==> src/rtl/light_pkg.sv <==
// Shared types and lamp encoding for the traffic-light phase timer.
package light_pkg;

  localparam int LAMP_RED = 2;
  localparam int LAMP_YEL = 1;
  localparam int LAMP_GRN = 0;

  // PH_NONE is the reset value only; the decoder never produces it.
  typedef enum logic [2:0] {
    PH_NONE      = 3'd0,
    PH_NS_GREEN  = 3'd1,
    PH_NS_YELLOW = 3'd2,
    PH_EW_GREEN  = 3'd3,
    PH_EW_YELLOW = 3'd4,
    PH_ALL_RED   = 3'd5,
    PH_ILLEGAL   = 3'd6
  } phase_t;

  typedef enum logic [1:0] {
    ST_IDLE  = 2'd0,
    ST_COUNT = 2'd1,
    ST_WAIT  = 2'd2,
    ST_FAULT = 2'd3
  } st_t;

  function automatic logic lamp_only(input logic [2:0] lamps, input int idx);
    return lamps == (3'b001 << idx);
  endfunction

endpackage

==> src/rtl/light_phase_decode.sv <==
// Combinational lamps-to-phase decoder; anything not a legal pair is PH_ILLEGAL.
module light_phase_decode
  import light_pkg::*;
(
  input  logic [2:0] ns_light,
  input  logic [2:0] ew_light,
  output logic [2:0] phase
);

  always_comb begin
    phase = PH_ILLEGAL;
    if (lamp_only(ew_light, LAMP_RED)) begin
      if (lamp_only(ns_light, LAMP_GRN))      phase = PH_NS_GREEN;
      else if (lamp_only(ns_light, LAMP_YEL)) phase = PH_NS_YELLOW;
      else if (lamp_only(ns_light, LAMP_RED)) phase = PH_ALL_RED;
    end else if (lamp_only(ns_light, LAMP_RED)) begin
      if (lamp_only(ew_light, LAMP_GRN))      phase = PH_EW_GREEN;
      else if (lamp_only(ew_light, LAMP_YEL)) phase = PH_EW_YELLOW;
    end
  end

endmodule

==> src/rtl/light_phase_timer.sv <==
// Phase-duration timer for traffic_light with demand-actuated greens.
// Optional LIGHT_PHASE_TIMER_FAULT_EN latches a sticky fault on illegal lamps.
module light_phase_timer
  import light_pkg::*;
#(
  parameter int GREEN_MIN   = 20,
  parameter int GREEN_MAX   = 60,
  parameter int YELLOW_TIME = 5,
  parameter int ALLRED_TIME = 2,
  parameter int CNT_W       = 8
) (
  input  logic       clk,
  input  logic       rst_n,
  input  logic [2:0] ns_light,
  input  logic [2:0] ew_light,
  input  logic       ns_req,
  input  logic       ew_req,
  output logic       timer_done,
  output logic [2:0] phase,
  output logic       fault
);

  if (GREEN_MIN < 1 || GREEN_MIN > GREEN_MAX || GREEN_MAX >= 2**CNT_W) begin : g_bad_green
    $error("light_phase_timer: need 1 <= GREEN_MIN <= GREEN_MAX < 2**CNT_W");
  end
  if (YELLOW_TIME < 1) begin : g_bad_yellow
    $error("light_phase_timer: YELLOW_TIME must be >= 1");
  end
  if (ALLRED_TIME < 1) begin : g_bad_allred
    $error("light_phase_timer: ALLRED_TIME must be >= 1");
  end

  localparam logic [CNT_W-1:0] G_MIN = CNT_W'(GREEN_MIN);
  localparam logic [CNT_W-1:0] G_MAX = CNT_W'(GREEN_MAX);
  localparam logic [CNT_W-1:0] Y_T   = CNT_W'(YELLOW_TIME);
  localparam logic [CNT_W-1:0] AR_T  = CNT_W'(ALLRED_TIME);

  logic [2:0]       dec_bits;
  phase_t           dec_phase;
  phase_t           phase_q, phase_d;
  st_t              st_q, st_d;
  logic [CNT_W-1:0] cnt_q, cnt_d;
  logic             cross_q, cross_d;
  logic             done_q, done_d;
  logic             red_req, term;

  light_phase_decode u_decode (
    .ns_light (ns_light),
    .ew_light (ew_light),
    .phase    (dec_bits)
  );

  assign dec_phase = phase_t'(dec_bits);

  // Terminal count is judged on the post-edge counter so timer_done stays registered.
  always_comb begin
    st_d    = st_q;
    phase_d = phase_q;
    cnt_d   = cnt_q;
    cross_d = cross_q;
    done_d  = 1'b0;
    term    = 1'b0;
    red_req = 1'b0;
    if (dec_phase == PH_NS_GREEN)      red_req = ew_req;
    else if (dec_phase == PH_EW_GREEN) red_req = ns_req;

    if (st_q != ST_FAULT) begin
      phase_d = dec_phase;
      if (dec_phase != phase_q) begin
        cnt_d   = CNT_W'(1);
        cross_d = 1'b0;
      end else if (st_q == ST_COUNT) begin
        cnt_d   = (cnt_q == '1) ? cnt_q : cnt_q + 1'b1;
        cross_d = cross_q | red_req;
      end

      if (dec_phase != phase_q || st_q == ST_COUNT) begin
        case (dec_phase)
          PH_NS_GREEN, PH_EW_GREEN:   term = (cnt_d >= G_MIN && cross_d) || cnt_d == G_MAX;
          PH_NS_YELLOW, PH_EW_YELLOW: term = (cnt_d == Y_T);
          default:                    term = (cnt_d == AR_T);
        endcase
        done_d = term;
        st_d   = term ? ST_WAIT : ST_COUNT;
      end

`ifdef LIGHT_PHASE_TIMER_FAULT_EN
      if (dec_phase == PH_ILLEGAL) begin
        done_d = 1'b0;
        st_d   = ST_FAULT;
      end
`endif
    end
  end

  always_ff @(posedge clk) begin
    if (!rst_n) begin
      st_q    <= ST_IDLE;
      phase_q <= PH_NONE;
      cnt_q   <= '0;
      cross_q <= 1'b0;
      done_q  <= 1'b0;
    end else begin
      st_q    <= st_d;
      phase_q <= phase_d;
      cnt_q   <= cnt_d;
      cross_q <= cross_d;
      done_q  <= done_d;
    end
  end

  assign timer_done = done_q;
  assign phase      = phase_q;

`ifdef LIGHT_PHASE_TIMER_FAULT_EN
  logic fault_q;

  always_ff @(posedge clk) begin
    if (!rst_n)                fault_q <= 1'b0;
    else if (st_d == ST_FAULT) fault_q <= 1'b1;
  end

  assign fault = fault_q;
`else
  assign fault = 1'b0;
`endif

endmodule

==> config.mk <==
export PLATFORM = sky130hd
export DESIGN_NAME = light_phase_timer
export DESIGN_NICKNAME = d
export VERILOG_FILES = /design/src/rtl/light_pkg.sv /design/src/rtl/light_phase_decode.sv /design/src/rtl/light_phase_timer.sv
export SDC_FILE = /design/constraint.sdc
export NUM_CORES = 1
export LEC_CHECK = 0
export CORE_UTILIZATION = 41
export CTS_BUF_LIST = sky130_fd_sc_hd__clkbuf_16
export DETAILED_ROUTE_END_ITERATION = 12
export SYNTH_ARGS = -nofsm -noshare
export SYNTH_HDL_FRONTEND = slang
export SYNTH_SLANG_ARGS = --single-unit
==> constraint.sdc <==
create_clock -name clk -period 4.55 [get_ports clk]
set_input_delay 0.91 -clock clk [delete_from_list [all_inputs] [get_ports clk]]
set_output_delay 0.91 -clock clk [all_outputs]
set_load 0.02 [all_outputs]
==> reports/results.ini, run 1 <==
[clock_tree]
tritoncts = built
cts_buffers = 3
postCtsSetupBuffers = 0
clock_path_buffers = 2
cts.htree.levels = 1
clock_sinks = 15
worstSkewPairLatency_ns = 0.25
hold_buffers = 0
path_clk_slew_ns = 0.05
cts-root-buf = clkbuf_16
cts-resized-gates = 0

[pwr]
power.net_switching_mw = 0.09375
power_density_mw_per_mm2 = 262.5
p_clk_frac = 0.451
p_seq_frac = 0.375
peakVddDrop_v = 0.0001959
internal-power_mw = 0.2813
p_comb_frac = 0.174
p_leak_nw = 0.5242
p_total_mw = 0.3750
p_sw_frac = 0.2500

[sta]
post-route-period-util = 0.6911
tns_ns = 0
maxSlewViolCount = 0
period_minus_slack_ns = 3.144
slew_headroom = 0.6152
finalSetupViolCount = 0
hold_violations = 0
fmax_mhz = 318.0
worst_pin_slew_ns = 0.5741
grt_setup_unrepaired = no
fin_skew_ns = 0.003777

[detailed_routing]
wl_per_cell_um = 15.55
route.detailed.drc = 0
drt-initial-drc-count = 56
drt_wl_total_um = 3109
vias = 1276
routed_via_density = 6.380
antenna_violating_nets_post_route = 0
firstDrtPassIters = 4

[placed_design]
numPortBuffers = 13
gp_congestion = 0.8865
place_area_mm2 = 0.001349
dpl.hpwl_um = 2357

[floorplan]
initial_utilization = 0.4384
fp.dieH_um = 56.77
die_w_um = 56.77
io_pins = 15
rows = 19
die-area_mm2 = 0.003223
core_mm2 = 0.002805

[setup_path]
arrival_ns = 3.32
r2r_start = cnt_q[0]
rr_worst_depth = 8
rrSetupSlack_ns = 1.68
crit_fanout = 10
worst_setup_path_start_kind = primary input
reg2reg_to = st_q[1]
criticalPathCategory = in2reg
cp.required_ns = 4.73
worstSetupEndpointType = register

[cells_and_area]
fillerInstances = 275
num_antenna_cells = 0
drive_gt1_frac = 0.08284
final_cell_area_mm2 = 0.001429
area_growth_pct = 16.17
nets = 181

[yosys]
ys_top_cells_by_area = dfxtp_1 24%, nand2_1 6.1%, a21oi_1 4.5%, nand3_1 3.7%, o21ai_0 2.8%
synth_edf_count = 0
synth_top_area_cell = dfxtp_1
ys_seq_elements = 15
syn-num-nets = 172
syn_area_mm2 = 0.001230
synthArstFlopShare = 0
synth_top_area_share = 0.2442
avgSynthCellArea_um2 = 7.639
ys.flop_type = dfxtp_1
synth_warnings = 0
synth_cells = 161
ys_types = 60
seq_area_frac_synth = 0.2442

[grt]
grt_pass1_vias = 1241
grt_pass1_wl_um = 5664
antenna_found_initial = 0
grt_max_degree = 17
grt_usage = 0.2198
gr-total-overflow = 0

[worst_hold_path]
min_path_type = reg2reg
holdPathEnd = phase[0]
min_path_cells = 2
min-delay-start = phase[0]

[flow_run]
max_cap_violations = 0

[outcome]
status = completed

-- registers in the layout (all words and copies together) (netlist names) --
register / flops
cross_q: 1
st_q: 2
phase: 3
timer_done: 1
cnt_q: 8
-- worst max-delay path by stage --
| stage | slack (ns) | end | from | depth (start not counted) |
|---|---|---|---|---|
| after floorplan | 1.96 | cnt_q[0] | ew_light[2] | 6 |
| after global placement | 1.29 | cnt_q[0] | ew_light[2] | 7 |
| after detailed placement | 1.22 | cnt_q[3] | ew_light[2] | 8 |
| after CTS | 1.45 | cnt_q[3] | ew_light[2] | 8 |
| after global routing | 1.18 | cnt_q[3] | ew_light[2] | 8 |
| final | 1.41 | cnt_q[3] | ew_light[2] | 8 |
-- layout by cell type, fill, tap and decap left out, types with 4 or more instances in the layout --
master,instances
nand3_1,9
o21ai_0,7
a21oi_1,11
nand2_1,20
nor2_1,7
a21boi_1,4
nor3_1,5
nor2b_1,5
clkdlybuf4s50_1,13
dfxtp_1,15
and3_1,4
-- power groups by stage --
stage	logic [mW]	clock network, mW	registers, mW
finish	0.0652	0.169	0.141
global route	0.0723	0.178	0.141
CTS	0.0647	0.175	0.141
detailed placement	0.0644	0	0.143
global placement	0.0633	0	0.143
floorplan	0.0392	0	0.144
-- synth_stat cells (3+ instances only) --
master    number
nand2_1       20
dfxtp_1       15
a21oi_1       11
nand3_1        9
nor2_1         7
o21ai_0        7
nor2b_1        5
nor3_1         5
a21boi_1       4
and3_1         4
clkbuf_1       4
a31oi_1        3
and2_1         3
buf_4          3
nor4bb_1       3
o22ai_1        3
xor2_1         3
-- routing by layer --
layer	wire length (um)	share of wire	up-vias	GRT usage
li1	-	-	620	-
met1	1528	0.49	617	0.3113
met2	1438	0.46	31	0.3282
met3	84	0.027	8	0.02765
met4	58	0.019	0	0.1045
met5	0	0	-	0
-- worst max-delay path, stage by stage --
cell	delay, ns
clkdlybuf4s50_1	0.58
nor2b_1	0.21
or4b_1	0.47
a21oi_2	0.18
xnor2_1	0.12
nor3_2	0.52
nand3_1	0.17
a21boi_1	0.16
-- through the flow --
step | instances | worst slack [ns] | util | hold WS (ns)
CTS | 200 | 1.455 | 0.5094 | 0.4977
global route | 200 | 1.184 | 0.5094 | 0.5275
floorplan | 161 | 1.962 | - | 0.5204
finish | 200 | 1.406 | 0.5094 | 0.4920
detailed placement | 196 | 1.216 | 0.4808 | 0.4886
global placement | 196 | 1.287 | 0.4808 | 0.4886
-- cells by family (layout without fill, tap and decap cells) --
group / count (synthesis) / in the layout / synth area share
compound gates: 51 / 51 / 0.2828
xor+xnor: 5 / 5 / 0.03561
fa+ha+maj: 1 / 1 / 0.01017
buf+inv: 13 / 21 / 0.05594
flops: 15 / 15 / 0.2442
mux: 2 / 2 / 0.01729
other cells: 1 / 1 / 0.003049
simple gates: 73 / 73 / 0.3510
-- final cells by class --
| type | count | area, um2 | area share |
|---|---|---|---|
| Clock inverter | 1 | 5.005 | 0.003503 |
| Sequential cell | 15 | 300.3 | 0.2102 |
| Clock buffer | 3 | 75.07 | 0.05254 |
| Tap cell | 31 | 38.79 | 0.02715 |
| Timing Repair Buffer | 14 | 137.6 | 0.09632 |
| Multi-Input combinational cell | 133 | 860.8 | 0.6025 |
| Inverter | 3 | 11.26 | 0.007881 |
Note: power is estimated with default switching activity, not from simulation.
==> inputs of run 2 (changes only) <==
==> constraint.sdc (replaced) <==
create_clock -name clk -period 3.26 [get_ports clk]
set_input_delay 0.652 -clock clk [delete_from_list [all_inputs] [get_ports clk]]
set_output_delay 0.652 -clock clk [all_outputs]
set_load 0.02 [all_outputs]
==> run 2 against run 1 <==
Net effect:
- design area up 2.6%
- worst setup slack lost 1.0 ns
- hold slack gained 0.0033 ns
- sequential power rose by 40%
==> reports/results.ini, run 2 (same netlist as run 1, synthesis figures left out) <==
[detailed_routing]
route.detailed.drc = 0
routed_via_density = 6.156
firstDrtPassIters = 4
vias = 1262
antenna_violating_nets_post_route = 0
drt-initial-drc-count = 60
drt_wl_total_um = 3299
wl_per_cell_um = 16.09

[clock_tree]
path_clk_slew_ns = 0.05
worstSkewPairLatency_ns = 0.24
cts_buffers = 3
tritoncts = built
cts.htree.levels = 1
cts-resized-gates = 0
clock_path_buffers = 2
postCtsSetupBuffers = 0
cts-root-buf = clkbuf_16
clock_sinks = 15
hold_buffers = 0

[floorplan]
initial_utilization = 0.4384
die-area_mm2 = 0.003223
die_w_um = 56.77
rows = 19
core_mm2 = 0.002805
fp.dieH_um = 56.77
io_pins = 15

[grt]
grt_pass1_vias = 1196
met2_usage = 0.3520
grt_pass1_wl_um = 5506
grt_max_degree = 17
grt_usage = 0.2188
use_met1 = 0.3014
antenna_found_initial = 0
top_usage_layer = met2
use_met3 = 0.02304
gr-total-overflow = 0

[setup_path]
cp_num_buf_inv = 2
critPathTopFamily = compound AO/OA/AOI/OAI gates
arrival_ns = 2.99
worstPathCellList = clkdlybuf4s50_1 > nor4bb_1 > o21ai_0 > a21oi_2 > xnor2_1 > nor3_2 > buf_4 > o211a_1 > a41o_1
criticalPathCategory = in2reg
path_depth = 9
crit_path_start = ew_light[2]
cp.required_ns = 3.40
reg2reg_to = st_q[1]
rrSetupSlack_ns = 0.50
worst_setup_path_start_kind = primary input
r2r_start = cnt_q[0]
endpoint = st_q[1]
rr_worst_depth = 8
slowest_stage = clkdlybuf4s50_1
worstSetupEndpointType = register
crit_fanout = 9
critPathMaxStageDelay_ns = 0.57

[pwr]
p_total_mw = 0.5298
power_density_mw_per_mm2 = 361.3
peakVddDrop_v = 0.0002518
p_leak_nw = 0.5507

[worst_hold_path]
min_path_type = reg2reg

[placed_design]
numPortBuffers = 13
dpl.hpwl_um = 2487
gp_congestion = 0.8368
place_ws_ns = 0.2462
dp_cells = 201

[sta]
layout_setup_ws_ns = 0.4064
period_minus_slack_ns = 2.854
post-route-period-util = 0.8753
worst_pin_slew_ns = 0.6887
tns_ns = 0
slew_headroom = 0.5360
grt_setup_unrepaired = no
fin_skew_ns = 0.0008177
maxSlewViolCount = 0
finalSetupViolCount = 0
hold_violations = 0
fmax_mhz = 350.4

[cells_and_area]
largest_register_ffs = 8
nets = 186
final_common_cell = nand2_1
final_cell_mix = 20 x nand2_1, 15 x dfxtp_1, 13 x clkdlybuf4s50_1, 11 x a21oi_1, 9 x nand3_1
area_growth_pct = 19.23
top_register = cnt_q
num_antenna_cells = 0
drive_gt1_frac = 0.1092
stdcell_count = 205

[flow_run]
max_cap_violations = 0

[outcome]
status = completed

-- run 2: changes by cell type in the layout (fill, tap and decap cells not counted) --
cell   previous run  this run
buf_4             1         6
-- run 2: area by class of cell --
| type | count | area [um2] |
|---|---|---|
| Clock buffer | 3 | 75.07 |
| Clock inverter | 1 | 5.005 |
| Fill cell | 279 | 1339 |
| Inverter | 3 | 11.26 |
| Multi-Input combinational cell | 133 | 860.8 |
| Sequential cell | 15 | 300.3 |
| Tap cell | 31 | 38.79 |
| Timing Repair Buffer | 19 | 175.2 |
-- run 2: tightest hold or removal path: cells and delay by family (launching register included) --
family	cells	cell delay [ns]
compound gates	1	0.06
flops	1	0.33
simple gates	1	0.06
-- run 2: metrics by stage --
step | util | area, um2 | hold WS [ns]
after floorplan | - | 1230 | 0.5204
after global placement | 0.4942 | 1386 | 0.4845
after detailed placement | 0.4942 | 1386 | 0.4929
after CTS | 0.5227 | 1466 | 0.5027
after global routing | 0.5227 | 1466 | 0.5338
final | 0.5227 | 1466 | 0.4953
-- run 2: metal layers --
layer | vias up | part of all wire
met4 | 0 | 0.0088
met1 | 597 | 0.50
met5 | - | 0
li1 | 634 | -
met2 | 25 | 0.46
met3 | 6 | 0.025
-- run 2: how the worst min path moves through the flow --
stage	from	endpoint	slack (ns)	cells after the start
after floorplan	cross_q	cross_q	0.52	2
after global placement	phase[0]	phase[0]	0.48	2
after detailed placement	phase[0]	phase[0]	0.49	2
after CTS	phase[0]	phase[0]	0.50	2
after global routing	phase[0]	phase[0]	0.53	2
final	phase[0]	phase[0]	0.50	2
-- run 2: where the power goes --
group	internal [mW]	switching (mW)
combinational	0.0432	0.0525
clock	0.164	0.0736
sequential	0.189	0.00793
total	0.396	0.134
